## config.mk

```make
export PLATFORM = sky130hd
export DESIGN_NAME = apb_master
export DESIGN_NICKNAME = d
export VERILOG_FILES = /design/src/rtl/apb_master.sv
export SDC_FILE = /design/constraint.sdc
export NUM_CORES = 1
export LEC_CHECK = 0
export ABC_AREA = 1
export CAP_MARGIN = 15
export CORE_ASPECT_RATIO = 1.2
export CORE_MARGIN = 10
export CORE_UTILIZATION = 48
export CTS_CLUSTER_DIAMETER = 40
export DETAILED_ROUTE_END_ITERATION = 16
export GPL_ROUTABILITY_DRIVEN = 0
export PLACE_DENSITY = 0.84
export SYNTH_ARGS = -nofsm -noshare
export SYNTH_HDL_FRONTEND = slang
export SYNTH_SLANG_ARGS = --single-unit
```

## constraint.sdc

```tcl
create_clock -name pclk -period 1.9 [get_ports pclk]
set_input_delay 0.38 -clock pclk [delete_from_list [all_inputs] [get_ports pclk]]
set_output_delay 0.38 -clock pclk [all_outputs]
set_load 0.01 [all_outputs]
```

## src/rtl/apb_master.sv

```systemverilog
`default_nettype none
// ============================================================================
//  Module   : apb_master
//  Brief    : APB requester. Turns a valid/ready command into an APB
//             SETUP/ACCESS transfer, holds the bus through slave wait states,
//             aborts after a programmable number of unready ACCESS cycles and
//             returns a one-cycle response strobe with read data and status.
//  Revision : 1.0 - initial release
// ============================================================================
module apb_master #(
  parameter int ADDR_W  = 8,
  parameter int DATA_W  = 8,
  parameter int TIMEOUT = 15
) (
  input  logic              pclk,
  input  logic              preset_n,
  // command side
  input  logic              cmd_valid,
  output logic              cmd_ready,
  input  logic              cmd_write,
  input  logic [ADDR_W-1:0] cmd_addr,
  input  logic [DATA_W-1:0] cmd_wdata,
  // response side
  output logic              rsp_valid,
  output logic [DATA_W-1:0] rsp_rdata,
  output logic              rsp_err,
  output logic              rsp_timeout,
  // APB side
  output logic              psel,
  output logic              penable,
  output logic              pwrite,
  output logic [ADDR_W-1:0] paddr,
  output logic [DATA_W-1:0] pwdata,
  input  logic [DATA_W-1:0] prdata,
  input  logic              pready,
  input  logic              psvlerr
);

  typedef enum logic [1:0] {
    ST_IDLE   = 2'd0,
    ST_SETUP  = 2'd1,
    ST_ACCESS = 2'd2
  } state_e;

  // Timeout fires on the ACCESS edge where the counter has already seen
  // TIMEOUT-1 unready cycles, giving exactly TIMEOUT ACCESS cycles in total.
  localparam bit         C_TO_EN   = (TIMEOUT != 0);
  localparam logic [7:0] C_TO_LAST = 8'((TIMEOUT == 0) ? 0 : TIMEOUT - 1);

  state_e              state_q;
  logic [7:0]          wait_q;
  logic [7:0]          wait_d;
  logic                psel_q;
  logic                penable_q;
  logic                pwrite_q;
  logic [ADDR_W-1:0]   paddr_q;
  logic [DATA_W-1:0]   pwdata_q;
  logic                rsp_valid_q;
  logic [DATA_W-1:0]   rsp_rdata_q;
  logic                rsp_err_q;
  logic                rsp_timeout_q;
  logic                timeout_hit;

  // Next wait count and the abort condition, both purely from registered state.
  always_comb begin
    wait_d      = wait_q + 8'd1;
    timeout_hit = C_TO_EN && (wait_q == C_TO_LAST);
  end

  // Transfer sequencer: IDLE -> SETUP -> ACCESS (wait states) -> IDLE with response.
  always_ff @(posedge pclk or negedge preset_n) begin
    if (!preset_n) begin
      state_q       <= ST_IDLE;
      wait_q        <= 8'd0;
      psel_q        <= 1'b0;
      penable_q     <= 1'b0;
      pwrite_q      <= 1'b0;
      paddr_q       <= '0;
      pwdata_q      <= '0;
      rsp_valid_q   <= 1'b0;
      rsp_rdata_q   <= '0;
      rsp_err_q     <= 1'b0;
      rsp_timeout_q <= 1'b0;
    end else begin
      // Response strobe is a single-cycle pulse unless re-armed below.
      rsp_valid_q <= 1'b0;
      case (state_q)
        ST_IDLE: begin
          if (cmd_valid) begin
            paddr_q   <= cmd_addr;
            pwrite_q  <= cmd_write;
            pwdata_q  <= cmd_wdata;
            psel_q    <= 1'b1;
            penable_q <= 1'b0;
            state_q   <= ST_SETUP;
          end
        end
        ST_SETUP: begin
          penable_q <= 1'b1;
          wait_q    <= 8'd0;
          state_q   <= ST_ACCESS;
        end
        ST_ACCESS: begin
          // A ready slave wins over a timeout landing on the same edge.
          if (pready) begin
            psel_q        <= 1'b0;
            penable_q     <= 1'b0;
            rsp_valid_q   <= 1'b1;
            rsp_err_q     <= psvlerr;
            rsp_timeout_q <= 1'b0;
            rsp_rdata_q   <= pwrite_q ? '0 : prdata;
            state_q       <= ST_IDLE;
          end else if (timeout_hit) begin
            psel_q        <= 1'b0;
            penable_q     <= 1'b0;
            rsp_valid_q   <= 1'b1;
            rsp_err_q     <= 1'b1;
            rsp_timeout_q <= 1'b1;
            rsp_rdata_q   <= '0;
            state_q       <= ST_IDLE;
          end else begin
            wait_q <= wait_d;
          end
        end
        default: begin
          psel_q    <= 1'b0;
          penable_q <= 1'b0;
          state_q   <= ST_IDLE;
        end
      endcase
    end
  end

  assign cmd_ready   = (state_q == ST_IDLE);
  assign psel        = psel_q;
  assign penable     = penable_q;
  assign pwrite      = pwrite_q;
  assign paddr       = paddr_q;
  assign pwdata      = pwdata_q;
  assign rsp_valid   = rsp_valid_q;
  assign rsp_rdata   = rsp_rdata_q;
  assign rsp_err     = rsp_err_q;
  assign rsp_timeout = rsp_timeout_q;

endmodule
`default_nettype wire

```

======== Yosys cells after proc, flatten, opt, wreduce, memory -nomap -nowiden ========
Cells that the tools add are included.
Widths: inputs -> output; s select.
storage, ports and cells
  input bits .............................. 30
  output and inout port bits .............. 31
  word-level logic and storage cells ...... 50
  memory bits (read-only) ................. 0
  bits in writable memories ............... 0
  bits in latches ......................... 0
  bits in registers ....................... 40
  memories kept ........................... 0
operators by class
  bitwise logic cells ..................... 1
  shifts and indexed selects .............. 0
  add/subtract/negate cells ............... 1
  divide/modulo/power cells ............... 0
  reduce and logical (&&, ||, !) cells .... 8
  equality and inequality tests ........... 7
  multiplexer cells ....................... 22
  order comparisons ....................... 0
  $mul .................................... 0
operators with widths
  operator             count
  $mux 8               5
  $pmux 8 s2           1
  $mux 1               10
  $add 8x1->8 const B  1
  $eq 8x4->1 const B   1
  $mux 2               3
  $ne 2x2->1 const B   3
  $pmux 1 s3           2
  $pmux 2 s3           1
  $reduce_and 2->1     3
  $reduce_and 3->1     2
  $reduce_bool 2->1    2
  $ne 3x3->1 const B   1
  $eq 2x1->1 const B   1
  $eq 2x2->1 const B   1
  $logic_not 2->1      1
  $not 1->1            1

======== Longest topological paths before layout ========
Gate-level depths: netlist of run 1.
  word-level depth ........................ 4
  depth in mapped cells ................... 10
  depth with buffers taken out ............ 9

======== Worst setup path before layout of run 1 ========
OpenSTA, ideal clock, no wires.
  path type ............................... register to register
  start ................................... register wait_q[0]
  end ..................................... register rsp_err_q, in the netlist rsp_err
  buffers on the path ..................... 1
  cell stages (with the launch flop) ...... 11
  period minus slack after synthesis ...... 1.298 ns
  library setup time ...................... 0.119 ns
  data arrival time ....................... 1.179 ns
  setup slack ............................. 0.602 ns
  required time ........................... 1.781 ns
  cell sequence ........................... dfrtp_1 inv_1 ha_1 inv_1 nor2_1 nand3_1 nand2_1 nand2_2 buf_6 nand2_1 o21ai_2
between the ends
  longest elaborated chain between the ends .. 3
ends and longest elaborated chain
  item                         RTL line  RTL
  from (decl)                  51        logic [7:0] wait_q;
  from (signal assigned)       122       wait_q <= wait_d;
  $eq 8x4->1                   67        timeout_hit = C_TO_EN && (wait_q == C_TO_LAST);
  $reduce_bool 2->1 (no line)  n/a
  $reduce_and 2->1 (no line)   n/a
  to (signal assigned)         109       rsp_err_q <= psvlerr;
  to (decl)                    60        logic rsp_err_q;
Every way passes these cells.
A chain may end at the register's enable or synchronous reset.

======== Worst setup path in the final report of run 1 ========
  start ................................... register state_q[1]
  end ..................................... output cmd_ready
between the ends
  longest elaborated chain between the ends .. 1
ends and longest elaborated chain
  item                    RTL line  RTL
  from (decl)             50        state_e state_q;
  from (signal assigned)  73        state_q <= ST_IDLE;
  from (signal assigned)  95        state_q <= ST_SETUP;
  from (signal assigned)  101       state_q <= ST_ACCESS;
  $logic_not 2->1         134       assign cmd_ready = (state_q == ST_IDLE);
  to (decl)               19        output logic cmd_ready,
Every way passes these cells.

==> results of run 1 <==
cells in the mapped netlist, drive strengths merged:
| cell | number | area share (%) |
|---|---|---|
| ha | 2 | 1.4 |
| inv | 11 | 2.4 |
| xnor2 | 1 | 0.50 |
| buf | 5 | 2.9 |
| xor2 | 1 | 0.50 |
| nor3b | 1 | 0.43 |
| nand3b | 1 | 0.43 |
| nor2 | 14 | 3.6 |
| dfrtp | 39 | 56 |
| a21oi | 1 | 0.29 |
| o21ai | 10 | 5.0 |
| nand2 | 103 | 22 |
| nand3 | 13 | 3.7 |
| o21bai | 1 | 0.43 |
cell type report:
class,count,area [sq um]
well taps,37,46.3
flip-flops and latches,39,976
inverters,11,41.3
clock inverters,1,5.00
fillers,273,970
clock buffers,7,76.3
repair buffers,65,633
multi-input cells,148,677
how the worst min path moves through the flow:
stage | startpoint | endpoint | slack, ns | depth (start not counted)
after global routing | preset_n | wait_q[1]$_DFFE_PN0P_ | 0.14 | 1
after floorplan | preset_n | paddr[0]$_DFFE_PN0P_ | 0.08 | 0
after global placement | preset_n | pwdata[3]$_DFFE_PN0P_ | 0.43 | 1
after CTS | preset_n | pwdata[3]$_DFFE_PN0P_ | 0.12 | 1
after detailed placement | preset_n | pwdata[3]$_DFFE_PN0P_ | 0.43 | 1
final | preset_n | wait_q[0]$_DFFE_PN0P_ | 0.1 | 1
critical path, cell delays in order (launching register included):
cell and delay (ns):
dfrtp_1 0.42, nor2_2 0.15, clkdlybuf4s50_1 0.57
power groups by stage:
stage          clock (uW)  sequential [uW]  combinational [uW]
2_1_floorplan           0             1500                 605
3_3_place_gp            0             1360                1560
3_5_place_dp            0             1360                1600
4_1_cts               545             1360                1610
5_1_grt               581             1400                1750
6_report              535             1360                1590
registers in the layout (all words and copies together) (netlist names):
signal,count
pwrite,1
rsp_rdata,8
psel,1
rsp_timeout,1
paddr,8
rsp_valid,1
state_q,2
pwdata,8
wait_q,8
rsp_err,1
routing by layer:
metal | up-vias | wire, microns | global-route usage (%)
li1 | 756 | - | -
met1 | 698 | 1790 | 16.5
met2 | 51 | 2260 | 24.3
met3 | 7 | 360 | 5.65
met4 | 0 | 76 | 5.34
met5 | - | 0 | 0
stage by stage:
step / utilization, % / std cells / setup slack, ns / area, sq um
floorplan: - / 203 / 0.602 / 1740
global placement: 69.3 / 300 / 0.266 / 2370
detailed placement: 69.3 / 300 / 0.212 / 2370
CTS: 71.7 / 308 / 0.0796 / 2450
global route: 71.7 / 308 / 0.0433 / 2450
finish: 71.7 / 308 / 0.0906 / 2450
logic make-up after synthesis:
logic type                 after synthesis  synth area share, %
xor gates and xnor gates                 2                 1.00
DFF                                     39                 56.0
buffers and inverters                   16                 5.24
AOI/OAI and AO/OA                       12                 5.74
adders and majority gates                2                 1.43
and+or+nand+nor                        132                 30.6
==> summary.md, run 1 <==
| Metric | Value |
|---|---|
| Status | `finished, final reports clean` |
| Post-synthesis cell count | `203` |
| Post-DRT Antenna Nets | `0` |
| Iteration count of the initial detailed-routing pass | `5` |
| CTS Buf Count | `5` |
| Share of layout cells above drive strength 1 | `roughly a tenth` |
| Via density | `4.91` |
| Chip Width | `75.0 microns` |
| Hold_buf cts | `0` |
| First-pass GRT wire length | `7420 microns` |
| Leak pwr | `roughly 0.0012 uW` |
| Synth Register Bits | `39` |
| Deepest clock path buffer count | `2` |
| Seq/Total Area, Yosys | `a little under three fifths` |
| RSZ-0062 raised after global routing | `false` |
| Critical R2R Launch | `wait_q[0]$_DFFE_PN0P_` |
| Register share of total power | `between 30% and 40%` |
| Sw power | `~1300 uW` |
| Post-Syn Area | `about 1700 sq um` |
| Mean post-synth cell area | `roughly 8.6 sq um` |
| Net Sw Frac | `a little over a third` |
| Slew Viols, Final | `0` |
| Net Count, Synth | `235` |
| Clk_lat worst skew | `between 0.2 and 0.3 ns` |
| Clock-pin transition on the worst setup and hold timing paths | `about 0.08 ns` |
| Period utilization | `~95%` |
| Clk sinks | `39` |
| # Post-CTS Setup Buffers | `0` |
| Nets | `between 300 and 400` |
| R2R depth | `9` |
| Crit Path Category | `flip-flop to output port` |
| Fin. Hold Viols | `0` |
| Largest net degree at the start of global routing | `30` |
| Global route overflow | `0` |
| Slew @ Worst Pin | `0.620 ns` |
| Yosys warns | `0` |
| Shortest period the worst path allows | `1.81 ns` |
| Startpoint types | `flip-flop` |
| Critical R2R Capture | `rsp_rdata[3]$_DFFE_PN0P_` |
| TritonCTS clock tree | `done` |
| Most common cell after layout, fill and taps aside | `nand2_1` |
| Worst hold slack | `roughly 0.1 ns` |
| Final setup viols | `0` |
| Post-detail-place hpwl | `3300 microns` |
| PortBufs | `60` |
| Crit path to | `cmd_ready` |
| Antenna violations before repair | `0` |
| Setup slack, reg-to-reg | `0.27 ns` |
| Setup TNS | `0 ns` |
| Global Route Usage Sum | `roughly 15%` |
| Element type at the critical path end | `output port` |
| Initial DRC count | `66` |
| Detailed Route WL | `roughly 4500 microns` |
| # diodes | `0` |
| # IOs | `61` |
| H-tree depth | `2` |
| VDD IR max | `roughly 0.0010 V` |
| CP max FO | `4` |
| Routed wire length per instance | `about 15 microns` |
| Die height | `~86 microns` |
| Fmax | `553 MHz` |
| Die area | `between 6000 and 7000 sq um` |
| Logic pwr share | `45.6%` |
| Worst endpoint required time | `about 1.5 ns` |
| WP data arrival | `1.43 ns` |
| Pwr dens | `1420 nW/um^2` |
| Clock skew | `0.00481 ns` |
| Clock share of power | `about 15%` |
| Hold Path Class | `input pin to async pin` |
| Slew HR | `a little under 60%` |
| DRC | `0` |
| Total power | `between 3000 and 4000 uW` |
| Initial core utilization | `50.9%` |
| Max-cap violations | `0` |
| Area Growth Syn to Fin | `40.7%` |
| CP startpoint | `state_q[1]$_DFFE_PN0P_` |
| CTS resizes | `0` |
| Via count | `between 1.5k and 2k` |
| Total internal power | `about 2200 uW` |
| Yosys cell types | `19` |
| Core area | `3420 sq um` |
| Vias in the first global route | `around 1.6k` |
| CTS Root Cell | `clkbuf_8` |
| Commonest cells after routing, fill and taps aside | `nand2_1, clkdlybuf4s50_1, dfrtp_1` |
| Rows | `23` |
Note: power is estimated with default switching activity, not from simulation.
==> run 2, diff against run 1 <==
Settings changed: CTS_CLUSTER_SIZE set to 24.
==> results of run 2 <==
The final DEF is identical to that of run 1; final timing and power are the same.
==> run 3, diff against run 2 <==
Settings changed: ABC_AREA 1 to not set, CORE_UTILIZATION 48 to 40, PLACE_DENSITY 0.84 to 0.76.
Clock period 1.9 ns to 1.6 ns, I/O delays scaled along.
==> summary.md, run 3 <==
| Metric | Value |
|---|---|
| Status | `finished with violations (was finished, final reports clean)` |
| Failing checks | `negative setup slack` |
| Slew HR | `69.2% (was 58.7%)` |
| Global Route Usage Sum | `13.2% (was 14.7%)` |
| Post-synthesis cell count | `136 (was 203)` |
| Share of layout cells above drive strength 1 | `21.4% (was 10.3%)` |
| Worst path slowest cell | `a211oi_4 (was clkdlybuf4s50_1)` |
| Yosys cell types | `30 (was 19)` |
| Die area | `7250 sq um (was 6450 sq um)` |
| Crit Path Category | `flip-flop to flip-flop (was flip-flop to output port)` |
| Clk sinks | `39 (unchanged)` |
| Post-synthesis mux area share | `13.7% (was 0%)` |
| Chip Width | `79.4 microns (was 75.0 microns)` |
| Post-Synth XOR/XNOR Area | `0% (was 1.00%)` |
| Antenna violations before repair | `0 (unchanged)` |
| CTS Root Cell | `clkbuf_8 (unchanged)` |
| Pwr dens | `1740 nW/um^2 (was 1420 nW/um^2)` |
| Fin. Hold Viols | `0 (unchanged)` |
| Top cells by area, synth | `dfrtp_1, mux2_2, nand4b_1, nand2_1, o21ai_0 (was dfrtp_1, nand2_1, o21ai_2, nand3_1, buf_6)` |
| Vias in the first global route | `1498 (was 1575)` |
| Post-synth top cells | `dfrtp_1, mux2_2, nand2_1 (was nand2_1, dfrtp_1, nand3_1)` |
| Hold Path Class | `flip-flop to flip-flop (was input pin to async pin)` |
| Worst endpoint required time | `1.78 ns (was 1.52 ns)` |
| Deepest clock path buffer count | `2 (unchanged)` |
| Total internal power | `3080 uW (was 2220 uW)` |
| Synth Register Bits | `39 (unchanged)` |
| Rows | `25 (was 23)` |
| Slew Viols, Final | `0 (unchanged)` |
| Sw power | `1420 uW (was 1260 uW)` |
| Mean post-synth cell area | `12.5 sq um (was 8.59 sq um)` |
| Iteration count of the initial detailed-routing pass | `4 (was 5)` |
| Main combinational cell family by area after synthesis | `simple AND/OR/NAND/NOR gates (unchanged)` |
| Slew @ Worst Pin | `0.462 ns (was 0.620 ns)` |
| Area Growth Syn to Fin | `52.7% (was 40.7%)` |
| VDD IR max | `0.00113 V (was 0.00100 V)` |
| Layout Cells excl Fill | `269 (was 308)` |
| CP max FO | `9 (was 4)` |
| Post-DRT Antenna Nets | `0 (unchanged)` |
| Post-detail-place hpwl | `3700 microns (was 3300 microns)` |
| Via count | `1384 (was 1512)` |
| Placed cell count | `260 (was 300)` |
| Crit path buffers/inverters | `1 (unchanged)` |
| Crit path largest cell delay | `0.38 ns (was 0.57 ns)` |
| Compound-gate portion of the synthesized area | `8.49% (was 5.74%)` |
| Initial DRC count | `111 (was 66)` |
| Startpoint types | `flip-flop (unchanged)` |
| Setup ws final | `-0.0162 ns (was 0.0906 ns)` |
| Routed wire length per instance | `17.2 microns (was 14.6 microns)` |
| Fmax | `619 MHz` |
| PortBufs | `60 (unchanged)` |
| Period utilization | `101%` |
| Simple-Gate Fraction of Synth Area | `16.8% (was 30.6%)` |
| Most common cell after layout, fill and taps aside | `clkdlybuf4s50_1 (was nand2_1)` |
| Largest net degree at the start of global routing | `22 (was 30)` |
| RSZ-0062 raised after global routing | `true (was false)` |
| # IOs | `61 (unchanged)` |
| Net Count, Synth | `168 (was 235)` |
| First-pass GRT wire length | `7530 microns (was 7420 microns)` |
| Design area | `2590 sq um (was 2450 sq um)` |
| EDFF count, synth | `0 (unchanged)` |
| Max-cap violations | `0 (unchanged)` |
| Die height | `91.3 microns (was 86.0 microns)` |
| TritonCTS clock tree | `done (unchanged)` |
| Family with the most delay on the worst path | `compound AO/OA/AOI/OAI gates (was buffers and inverters)` |
| Critical path cell sequence | `inv_1, ha_1, nor3b_4, a211oi_4, o21ai_2, a311o_1 (was nor2_2, clkdlybuf4s50_1)` |
| Leak pwr | `0.00115 uW (was 0.00120 uW)` |
| Net Sw Frac | `31.5% (was 36.2%)` |
| Final setup viols | `1 (was 0)` |
| Element type at the critical path end | `flip-flop (was output port)` |
| Core area | `4000 sq um (was 3420 sq um)` |
| Most frequent cell after synthesis | `dfrtp_1 (was nand2_1)` |
| Via density | `5.14 (was 4.91)` |
| Post-synth top area share | `57.6% (was 56.0%)` |
| Seq/Total Area, Yosys | `57.6% (was 56.0%)` |
| Final core utilization | `64.6% (was 71.7%)` |
| Yosys warns | `0 (unchanged)` |
| Commonest cells after routing, fill and taps aside | `clkdlybuf4s50_1, dfrtp_1, mux2_2 (was nand2_1, clkdlybuf4s50_1, dfrtp_1)` |
| WP data arrival | `1.80 ns (was 1.43 ns)` |
| H-tree depth | `2 (unchanged)` |
| CTS Buf Count | `5 (unchanged)` |
| Detailed Route WL | `4620 microns (was 4490 microns)` |
| Logic pwr share | `45.7% (was 45.6%)` |
| Worst hold slack | `0.493 ns (was 0.0999 ns)` |
| Clock-pin transition on the worst setup and hold timing paths | `0.07 ns (was 0.08 ns)` |
| Global route overflow | `0 (unchanged)` |
| # diodes | `0 (unchanged)` |
| Shortest period the worst path allows | `approximately 1.6 ns` |
| Register share of total power | `35.4% (was 39.0%)` |
| Initial core utilization | `42.3% (was 50.9%)` |
| Post-Synth Adder-Cell Area | `1.48% (was 1.43%)` |
| Nets | `246 (was 302)` |
| DRC | `0 (unchanged)` |
| DP Area | `2460 sq um (was 2370 sq um)` |
| Fill count | `339 (was 273)` |
| Cell taking the most area after synthesis | `dfrtp_1 (unchanged)` |
| Clock share of power | `18.9% (was 15.4%)` |
| Async SR Flop Fraction | `100% (unchanged)` |
| Post-Syn Area | `1690 sq um (was 1740 sq um)` |
| Post-synth top flop | `dfrtp_1 (unchanged)` |
| Clk_lat worst skew | `0.30 ns (was 0.29 ns)` |
| Clock skew | `0.0117 ns (was 0.00481 ns)` |
[run 3: cell types whose count changed after synthesis, sizes merged, moves of 8 or more]
cell	change
inv	-10
nand3	-12
nand2	-89
nor2	-9
nand4b	+8
mux2	+17
[run 3: timing repair]
item / in CTS / in global routing
buffers inserted: 0 / 0
setup endpoints to repair: 3 / 11
hold buffers: 1 / 0
endpoints found under the hold margin: 19 / 0
resized for setup: 2 / 2
pin swaps: 1 / 1
[run 3: layout make-up]
type | count | area, sq um | area share [%]
flip-flops and latches | 39 | 976 | 37.7
repair buffers | 76 | 731 | 28.3
multi-input cells | 91 | 691 | 26.7
clock buffers | 6 | 82.6 | 3.19
well taps | 54 | 67.6 | 2.61
clock inverters | 2 | 35.0 | 1.35
inverters | 1 | 3.75 | 0.145
[run 3: logic make-up (layout without fill, tap and decap cells)]
group	count (synthesis)	after routing
simple gates	47	47
compound gates	21	21
mux	21	21
flops	39	39
fa+ha+maj	2	2
buf+inv	6	85
[run 3: path summary, 6_finish.rpt]
check                                           start               endpoint  slack, ns  cells past startpoint
worst min-delay path            wait_q[7]$_DFFE_PN0P_  wait_q[7]$_DFFE_PN0P_       0.49                      1
worst max-delay path            wait_q[0]$_DFFE_PN0P_  wait_q[5]$_DFFE_PN0P_      -0.02                      6
worst max register to register  wait_q[0]$_DFFE_PN0P_  wait_q[5]$_DFFE_PN0P_      -0.02                      6
worst min register to register  wait_q[7]$_DFFE_PN0P_  wait_q[7]$_DFFE_PN0P_       0.49                      1
max in group asynchronous                    preset_n     pwrite$_DFFE_PN0P_       0.57                      3
min in group asynchronous                    preset_n  wait_q[4]$_DFFE_PN0P_       0.50                      2
[run 3: metrics by stage]
stage,TNS [ns],power (uW),setup slack (ns)
finish,-0.0162,4500,-0.0162
global route,-0.277,4770,-0.0838
CTS,-0.00961,4560,-0.00961
detailed placement,-0.722,3700,-0.165
global placement,-0.363,3620,-0.100
floorplan,0,2460,0.00829
[run 3: routing by layer]
metal  global-route usage, %  up-vias  wire [microns]  part of all wire [%]
met5                       0        -               0                     0
met4                    5.39        0              71                   1.5
met2                    24.3       40            2570                    56
met3                    4.93        7             330                   7.1
met1                    12.7      690            1650                    36
li1                        -      647               -                     -
[run 3: power by group through the flow]
stage          Sequential [uW]  Clock [uW]  Combinational, uW
2_1_floorplan             1800           0                665
3_3_place_gp              1580           0               2040
3_5_place_dp              1620           0               2090
4_1_cts                   1600         869               2090
5_1_grt                   1650         906               2220
6_report                  1590         851               2050
